==> src/rtl/fetch_stage_pkg.sv <==
// Shared fetch-stage definitions: FSM states, the default bubble word and the
// IF/ID payload layout used by both the pipeline register and the hold buffer.
package fetch_stage_pkg;

    typedef enum logic [1:0] {
        ST_REQ   = 2'd0,
        ST_DRAIN = 2'd1,
        ST_HOLD  = 2'd2
    } fetch_state_t;

    // addi x0,x0,0
    localparam logic [31:0] DEFAULT_NOP_INSTR = 32'h0000_0013;

    typedef struct packed {
        logic [31:0] instr;
        logic [31:0] pc;
        logic [31:0] pcplus4;
        logic        valid;
    } ifid_t;

    function automatic logic [31:0] word_align(input logic [31:0] addr);
        return addr & 32'hFFFF_FFFC;
    endfunction

endpackage

==> src/rtl/fetch_stage_if_id_reg.sv <==
// IF/ID pipeline register: a bubble clears the instruction and valid bit but
// keeps the PC fields, so a bubble never disturbs pc_d/pcplus4_d.
module if_id_reg
    import fetch_stage_pkg::*;
#(
    parameter logic [31:0] NOP_INSTR = DEFAULT_NOP_INSTR
) (
    input  logic  clk,
    input  logic  reset_n,
    input  logic  en,
    input  logic  clear,
    input  ifid_t d,
    output ifid_t q
);

    // Clear wins over enable so a flush can never be overridden by a load.
    always_ff @(posedge clk or negedge reset_n) begin
        if (!reset_n) begin
            q.instr   <= NOP_INSTR;
            q.pc      <= '0;
            q.pcplus4 <= '0;
            q.valid   <= 1'b0;
        end else if (clear) begin
            q.instr <= NOP_INSTR;
            q.valid <= 1'b0;
        end else if (en) begin
            q <= d;
        end
    end

endmodule

==> src/rtl/fetch_stage.sv <==
// Instruction fetch stage: drives a variable-latency instruction memory,
// handles EX redirects (including ones that arrive while a request is in
// flight) and buffers one instruction while decode is stalled.
module fetch_stage
    import fetch_stage_pkg::*;
#(
    parameter logic [31:0] RESET_PC  = 32'h0000_0000,
    parameter logic [31:0] NOP_INSTR = DEFAULT_NOP_INSTR
) (
    input  logic        clk,
    input  logic        reset_n,
    input  logic        stall_d,
    input  logic        flush_d,
    input  logic        pcsrc_e,
    input  logic [31:0] pctarget_e,
    output logic        imem_req,
    output logic [31:0] imem_addr,
    input  logic        imem_valid,
    input  logic [31:0] imem_rdata,
    output logic [31:0] instr_d,
    output logic [31:0] pc_d,
    output logic [31:0] pcplus4_d,
    output logic        valid_d
);

    fetch_state_t state, state_next;
    logic [31:0]  fetch_pc, fetch_pc_next;
    logic [31:0]  pending_target, pending_target_next;
    ifid_t        hold_buf, hold_buf_next;

    logic         ifid_en;
    logic         ifid_clear;
    ifid_t        ifid_d;
    ifid_t        ifid_q;

    logic [31:0]  target;
    logic         take;
    ifid_t        fetched;

    assign target  = word_align(pctarget_e);
    // Flush blocks a transfer into IF/ID; only a redirect discards a fetch.
    assign take    = !stall_d && !flush_d;
    assign fetched = '{instr: imem_rdata, pc: fetch_pc, pcplus4: fetch_pc + 32'd4, valid: 1'b1};

    always_ff @(posedge clk or negedge reset_n) begin
        if (!reset_n) begin
            state          <= ST_REQ;
            fetch_pc       <= word_align(RESET_PC);
            pending_target <= '0;
            hold_buf       <= '0;
        end else begin
            state          <= state_next;
            fetch_pc       <= fetch_pc_next;
            pending_target <= pending_target_next;
            hold_buf       <= hold_buf_next;
        end
    end

    always_comb begin
        state_next          = state;
        fetch_pc_next       = fetch_pc;
        pending_target_next = pending_target;
        hold_buf_next       = hold_buf;
        ifid_en             = 1'b0;
        ifid_clear          = 1'b0;
        ifid_d              = hold_buf;
        imem_req            = 1'b1;

        case (state)
            ST_REQ: begin
                if (pcsrc_e) begin
                    ifid_clear = 1'b1;
                    if (imem_valid) begin
                        fetch_pc_next = target;
                    end else begin
                        pending_target_next = target;
                        state_next          = ST_DRAIN;
                    end
                end else if (imem_valid) begin
                    fetch_pc_next = fetch_pc + 32'd4;
                    if (take) begin
                        ifid_en = 1'b1;
                        ifid_d  = fetched;
                    end else begin
                        hold_buf_next = fetched;
                        state_next    = ST_HOLD;
                        ifid_clear    = flush_d;
                    end
                end else begin
                    ifid_clear = flush_d || !stall_d;
                end
            end

            // The in-flight response belongs to the abandoned path; wait for it.
            ST_DRAIN: begin
                ifid_clear = pcsrc_e || flush_d || !stall_d;
                if (pcsrc_e) begin
                    pending_target_next = target;
                end
                if (imem_valid) begin
                    fetch_pc_next = pcsrc_e ? target : pending_target;
                    state_next    = ST_REQ;
                end
            end

            ST_HOLD: begin
                imem_req = 1'b0;
                if (pcsrc_e) begin
                    ifid_clear          = 1'b1;
                    hold_buf_next.valid = 1'b0;
                    fetch_pc_next       = target;
                    state_next          = ST_REQ;
                end else if (take) begin
                    ifid_en             = 1'b1;
                    hold_buf_next.valid = 1'b0;
                    state_next          = ST_REQ;
                end else begin
                    ifid_clear = flush_d;
                end
            end

            default: begin
                state_next = ST_REQ;
            end
        endcase
    end

    assign imem_addr = fetch_pc;

    if_id_reg #(
        .NOP_INSTR(NOP_INSTR)
    ) u_if_id_reg (
        .clk    (clk),
        .reset_n(reset_n),
        .en     (ifid_en),
        .clear  (ifid_clear),
        .d      (ifid_d),
        .q      (ifid_q)
    );

    assign instr_d   = ifid_q.instr;
    assign pc_d      = ifid_q.pc;
    assign pcplus4_d = ifid_q.pcplus4;
    assign valid_d   = ifid_q.valid;

endmodule
==> config.mk <==
export PLATFORM = sky130hd
export DESIGN_NAME = fetch_stage
export DESIGN_NICKNAME = d
export VERILOG_FILES = /design/src/rtl/fetch_stage_pkg.sv /design/src/rtl/fetch_stage_if_id_reg.sv /design/src/rtl/fetch_stage.sv
export SDC_FILE = /design/constraint.sdc
export NUM_CORES = 1
export LEC_CHECK = 0
export BUFFER_PORTS_ARGS = -buffer_cell sky130_fd_sc_hd__buf_2
export CAP_MARGIN = 15
export CORE_MARGIN = 1.5
export CORE_UTILIZATION = 51
export CTS_CLUSTER_SIZE = 10
export DETAILED_ROUTE_END_ITERATION = 16
export PLACE_DENSITY = 0.85
export REMOVE_ABC_BUFFERS = 1
export SLEW_MARGIN = 20
export SYNTH_ARGS = -nofsm -noshare
export SYNTH_HDL_FRONTEND = slang
export SYNTH_SLANG_ARGS = --single-unit
==> constraint.sdc <==
create_clock -name clk -period 2.3 [get_ports clk]
set_input_delay 0.23 -clock clk [delete_from_list [all_inputs] [get_ports clk]]
set_output_delay 0.23 -clock clk [all_outputs]
set_load 0.01 [all_outputs]
# Yosys cells after proc, flatten, opt, wreduce, memory -nomap -nowiden
# Index checks and enable logic that the tools add are counted.
# op_classes
add_sub_neg,1
mul,0
div,0
order_cmp,0
eq_ne,13
shift,0
muxes,42
bitwise,3
reduce_logical,17
# op_table
operator,count
97-bit 2-to-1 mux,5
32-bit 2-to-1 mux,9
32-bit one-hot mux with 3 select lines,1
32-bit one-hot mux with 2 select lines,1
32-bit by 3-bit adder with 32-bit output (second input constant),1
1-bit 2-to-1 mux,15
2-bit 2-to-1 mux,7
2-bit inequality test (second input constant),7
3-bit inequality test (second input constant),4
5-bit AND reduction,2
4-bit AND reduction,2
2-bit one-hot mux with 3 select lines,1
2-bit nonzero test,3
1-bit one-hot mux with 2 select lines,2
1-bit logical OR,3
1-bit NOT,3
1-bit one-hot mux with 3 select lines,1
3-bit AND reduction,1
3-bit nonzero test,1
2-bit by 1-bit equality test with 1-bit output (second input constant),1
2-bit equality test (second input constant),1
1-bit logical NOT,2
2-bit logical NOT,1
2-bit AND reduction,1
1-bit logical AND,1
# word_totals
ff_bits,260
latchBits,0
mem_bits_rw,0
rom_bits,0
inputBits,70
output_inout_bits,130
wordCells,87
n_memories,0

# Depth between registers and ports, before layout
# depth
ltp_word,8
ltp_mapped,10
ltp_nobuf,7

# By module
# Synthesis repeated with hierarchy kept, for this count alone.
# unflattened
cells_unflattened,1394
hier_area_um2,13180.1
# by_module_without_submodules
mod,n_inst,cells_each,area_per_inst_um2,seq_area_each_um2
fetch_stage,1,1151,9151.3,4028.9
if_id_reg,1,243,4028.9,2431.1

# Worst setup path after synthesis
# OpenSTA, ideal clock, no wires.
# synth_timing
path_kind,register to register
startpoint,register state[0]
endpoint,register u_if_id_reg.q[17] (netlist name)
setup_time_ps,140
arrival_ps,2134
required_time_ps,2160
setup_slack_ps,26
path_stages_with_launch,10
path_buffers,3
period_less_slack_ps,2274
cell_sequence,dfrtp_1 > inv_1 > ha_1 > buf_2 > or3_1 > a311oi_4 > nand2b_1 > buf_4 > buf_4 > o221ai_1
# synth_between
elab_chain_len,4
elab_cells_between_ends,8
classes_between,eq/ne (2); mux (3); bitwise (1); reduce/logical (2)
# synth_rtl
item,line_no,text
"start, declared",fetch_stage.sv:26,"fetch_state_t state, state_next;"
"start signal, assigned",fetch_stage.sv:52,state <= state_next;
"2-bit equality test, or another cell as far along",fetch_stage.sv:69,case (state)
1-bit one-hot mux with 3 select lines,fetch_stage.sv:69,
1-bit NOT (no source line),n/a,
2-bit AND reduction (no source line),n/a,
"end, declared",fetch_stage_if_id_reg.sv:13,output ifid_t q
# Parallel ways exist; a longest one is shown, timed or not.
# A chain may end at the register's enable or synchronous reset.

# Worst setup path in the final report
# layout_timing
startpoint,register state[0]
endpoint,register u_if_id_reg.q[31] (netlist name)
# Same word-level chain as after synthesis.

==> results.sh <==
export IMPL_slew_headroom=0.588
export IMPL_critPathMaxStageDelay_ns=0.42
export IMPL_path_cells="inv_2 -> ha_1 -> or3_1 -> a311oi_4 -> buf_4 -> nor2_4 -> nand2_4 -> o221ai_1"
export IMPL_ys_types=60
export IMPL_cts_sinks=256
export IMPL_worstPathMaxFanout=17
export IMPL_path_clk_slew_ns=0.06
export IMPL_rows=56
export IMPL_synth_edf_count=0
export IMPL_finalHoldWorstSlack_ns=0.0766
export IMPL_critPathKind="reg -> reg"
export IMPL_h_tree_depth=1
export IMPL_grt_pass1_wl_mm=53.8
export IMPL_drtAntennaViolNets=0
export IMPL_yosys_register_bits=256
export IMPL_yosys_warnings=0
export IMPL_design_area_um2=15500
export IMPL_core_area_um2=23600
export IMPL_fin_crit_sh=0.967
export IMPL_place_area_um2=13800
export IMPL_wire_per_inst_um=18.8
export IMPL_synthCells=1236
export IMPL_dieWidth_um=159
export IMPL_final_setup_skew_ns=0.00957
export IMPL_crit_buf_inv=2
export IMPL_die_y_um=159
export IMPL_required_ns=2.70
export IMPL_drv_cap=0
export IMPL_cp_end_kind="flop"
export IMPL_drt_wl_total_mm=34.0
export IMPL_area_growth_pct=25.3
export IMPL_clk_path_buf_depth=3
export IMPL_dieArea_um2=25200
export IMPL_layout_nets=1542
export IMPL_peakVddDrop_mv=0.842
export IMPL_fillCellCount=1716
export IMPL_worstMarginPinSlew_ns=0.618
export IMPL_syn_avg_cell_area_um2=10.0
export IMPL_cpMaxStageDelayCell="or3_1"
export IMPL_grt_pass1_vias=10400
export IMPL_grt_start_max_net_pins=110
export IMPL_viasPerCell=5.86
export IMPL_multi_input_area_um2=5320
export IMPL_initial_utilization=0.524
export IMPL_groute_usage_overall=0.260
export IMPL_antennaDiodeCount=0
export IMPL_ys_seq_area_frac=0.518
export IMPL_root_buffer="clkbuf_16"
export IMPL_dp_slack_ns=-0.0696
export IMPL_numCtsBuffers=30
export IMPL_overflow=0
export IMPL_ios=200
export IMPL_rsz0062_at_grt="yes"
export IMPL_drive_gt1_frac=0.292
export IMPL_synthArstFlopShare=1.00
export IMPL_finalCriticalPeriod_ns=2.23
export IMPL_io_buffers=197
export IMPL_crit_arrival_ns=2.62
export IMPL_tns_ns=0
export IMPL_dpl_hpwl_mm=21.3
export IMPL_cts_tree="yes"
export IMPL_firstDrtPassIters=5
export IMPL_power_density_nw_per_um2=1350
export IMPL_cp_top_family="simple AND/OR/NAND/NOR gates"
export IMPL_fmax_mhz=449
export IMPL_critPathLaunchType="flop"
export IMPL_status="finished, final reports clean"
export IMPL_gp_congestion=0.865
export IMPL_antenna_found_initial=0
export IMPL_drt_initial_drc_count=1128
export IMPL_yosys_most_used_dff="dfrtp_1"
export IMPL_drcViolationCount=0
export IMPL_seq_area_um2=6410
export IMPL_synth_area_um2=12400
export IMPL_fin_ws_ns=0.0749
export IMPL_finalSetupViolCount=0
export IMPL_drv_slew=0
export IMPL_hold_path_class="in -> async"
export IMPL_cellLeakagePower_nw=6.96
export IMPL_vias=10600
export IMPL_final_hold_violation_count=0
export IMPL_clk_latency_ns=0.55
## cells in the final DEF, fill, tap and decap left out, types with 8 or more instances in the layout
cell and n:
dfrtp_1 253, nand2_1 218, buf_2 196, nor2_1 122
mux2_2 108, a21oi_1 72, dlygate4sd3_1 63, buf_4 48
a31oi_1 42, clkbuf_16 32, o21ai_0 28, a311oi_1 27
buf_12 17, o221ai_1 16, nand3_1 15, xor2_1 15
clkbuf_1 15, xnor2_1 13, a211oi_1 11, a21o_1 10
nor3_1 9, a221oi_1 9, nand4_1 8, o31ai_1 8
## cell type report
type	instances	area share
well taps	319	0.0258
repair buffers	334	0.159
multi-input cells	838	0.343
clock buffers	49	0.0564
flip-flops and latches	256	0.414
inverters	7	0.00170
## synthesized netlist by cell type (13+ instances only)
cell | instances | area share
dfrtp_1 | 253 | 0.51
o21ai_0 | 28 | 0.011
a31oi_1 | 42 | 0.021
nand2_1 | 218 | 0.066
buf_4 | 38 | 0.023
mux2_2 | 108 | 0.098
nand3_1 | 16 | 0.0065
xor2_1 | 15 | 0.011
nor2_1 | 123 | 0.037
o221ai_1 | 16 | 0.011
clkbuf_1 | 63 | 0.019
xnor2_1 | 13 | 0.0092
a311oi_1 | 29 | 0.021
buf_2 | 28 | 0.011
a21oi_1 | 73 | 0.030
## power by group
group | leakage (nW) | switching, mW | internal, mW
Combinational | 3.43 | 4.70 | 3.89
Clock | 0.421 | 1.77 | 2.54
Sequential | 3.11 | 1.42 | 6.55
## flip-flops by register name (all words and copies together) (netlist names)
signal	flops
imem_addr	32
state	2
pending_target	32
hold_buf	95
u_if_id_reg.q	95
## per-stage QoR
| step | util | cells | total power, mW |
|---|---|---|---|
| after floorplan | - | 1101 | 12.9 |
| after global placement | 0.585 | 1680 | 15.8 |
| after detailed placement | 0.585 | 1680 | 16.2 |
| after CTS | 0.650 | 1793 | 20.7 |
| after global routing | 0.656 | 1803 | 22.1 |
| final | 0.656 | 1803 | 20.9 |
## repair_timing
item	4_1_cts	5_1_grt
setup buffers	0	10
gates resized for setup	4	11
setup endpoints to repair	21	159
hold buffers	63	0
hold endpoints to repair	344	0
gates cloned	1	1
pin swaps	0	2
## kinds of logic (layout without fill, tap and decap cells)
| logic type | count (synthesis) | after routing | share of synthesized area |
|---|---|---|---|
| XOR/XNOR | 28 | 28 | 0.0198 |
| buffers and inverters | 142 | 390 | 0.0576 |
| flip-flops | 256 | 256 | 0.518 |
| multiplexers | 114 | 114 | 0.103 |
| AND/OR/NAND/NOR | 417 | 417 | 0.145 |
| AO/OA/AOI/OAI | 274 | 274 | 0.151 |
| adder cells (fa/ha/maj) | 5 | 5 | 0.00506 |
## worst paths after layout
kind	startpoint	to	slack, ns	depth (start not counted)
max	state[0]$_DFFE_PN0P_	u_if_id_reg.q[31]$_DFFE_PN0P_	0.07	8
min in group clk	pcsrc_e	hold_buf[0]$_DFFE_PN0P_	0.20	2
max in group asynchronous	reset_n	hold_buf[64]$_DFFE_PN0P_	1.44	3
min	reset_n	hold_buf[94]$_DFFE_PN0P_	0.08	2
max reg2reg	state[0]$_DFFE_PN0P_	u_if_id_reg.q[31]$_DFFE_PN0P_	0.07	8
min reg2reg	u_if_id_reg.q[11]$_DFFE_PN0P_	u_if_id_reg.q[11]$_DFFE_PN0P_	0.47	1
## metal layers
layer / vias to the layer above / part of all wire / global-route usage
li1: 4782 / - / -
met2: 487 / 0.48 / 0.432
met3: 82 / 0.082 / 0.0486
met5: - / 0 / 0
met1: 5223 / 0.41 / 0.345
met4: 0 / 0.027 / 0.0792
No activity file was read; power rests on OpenSTA's default activity.
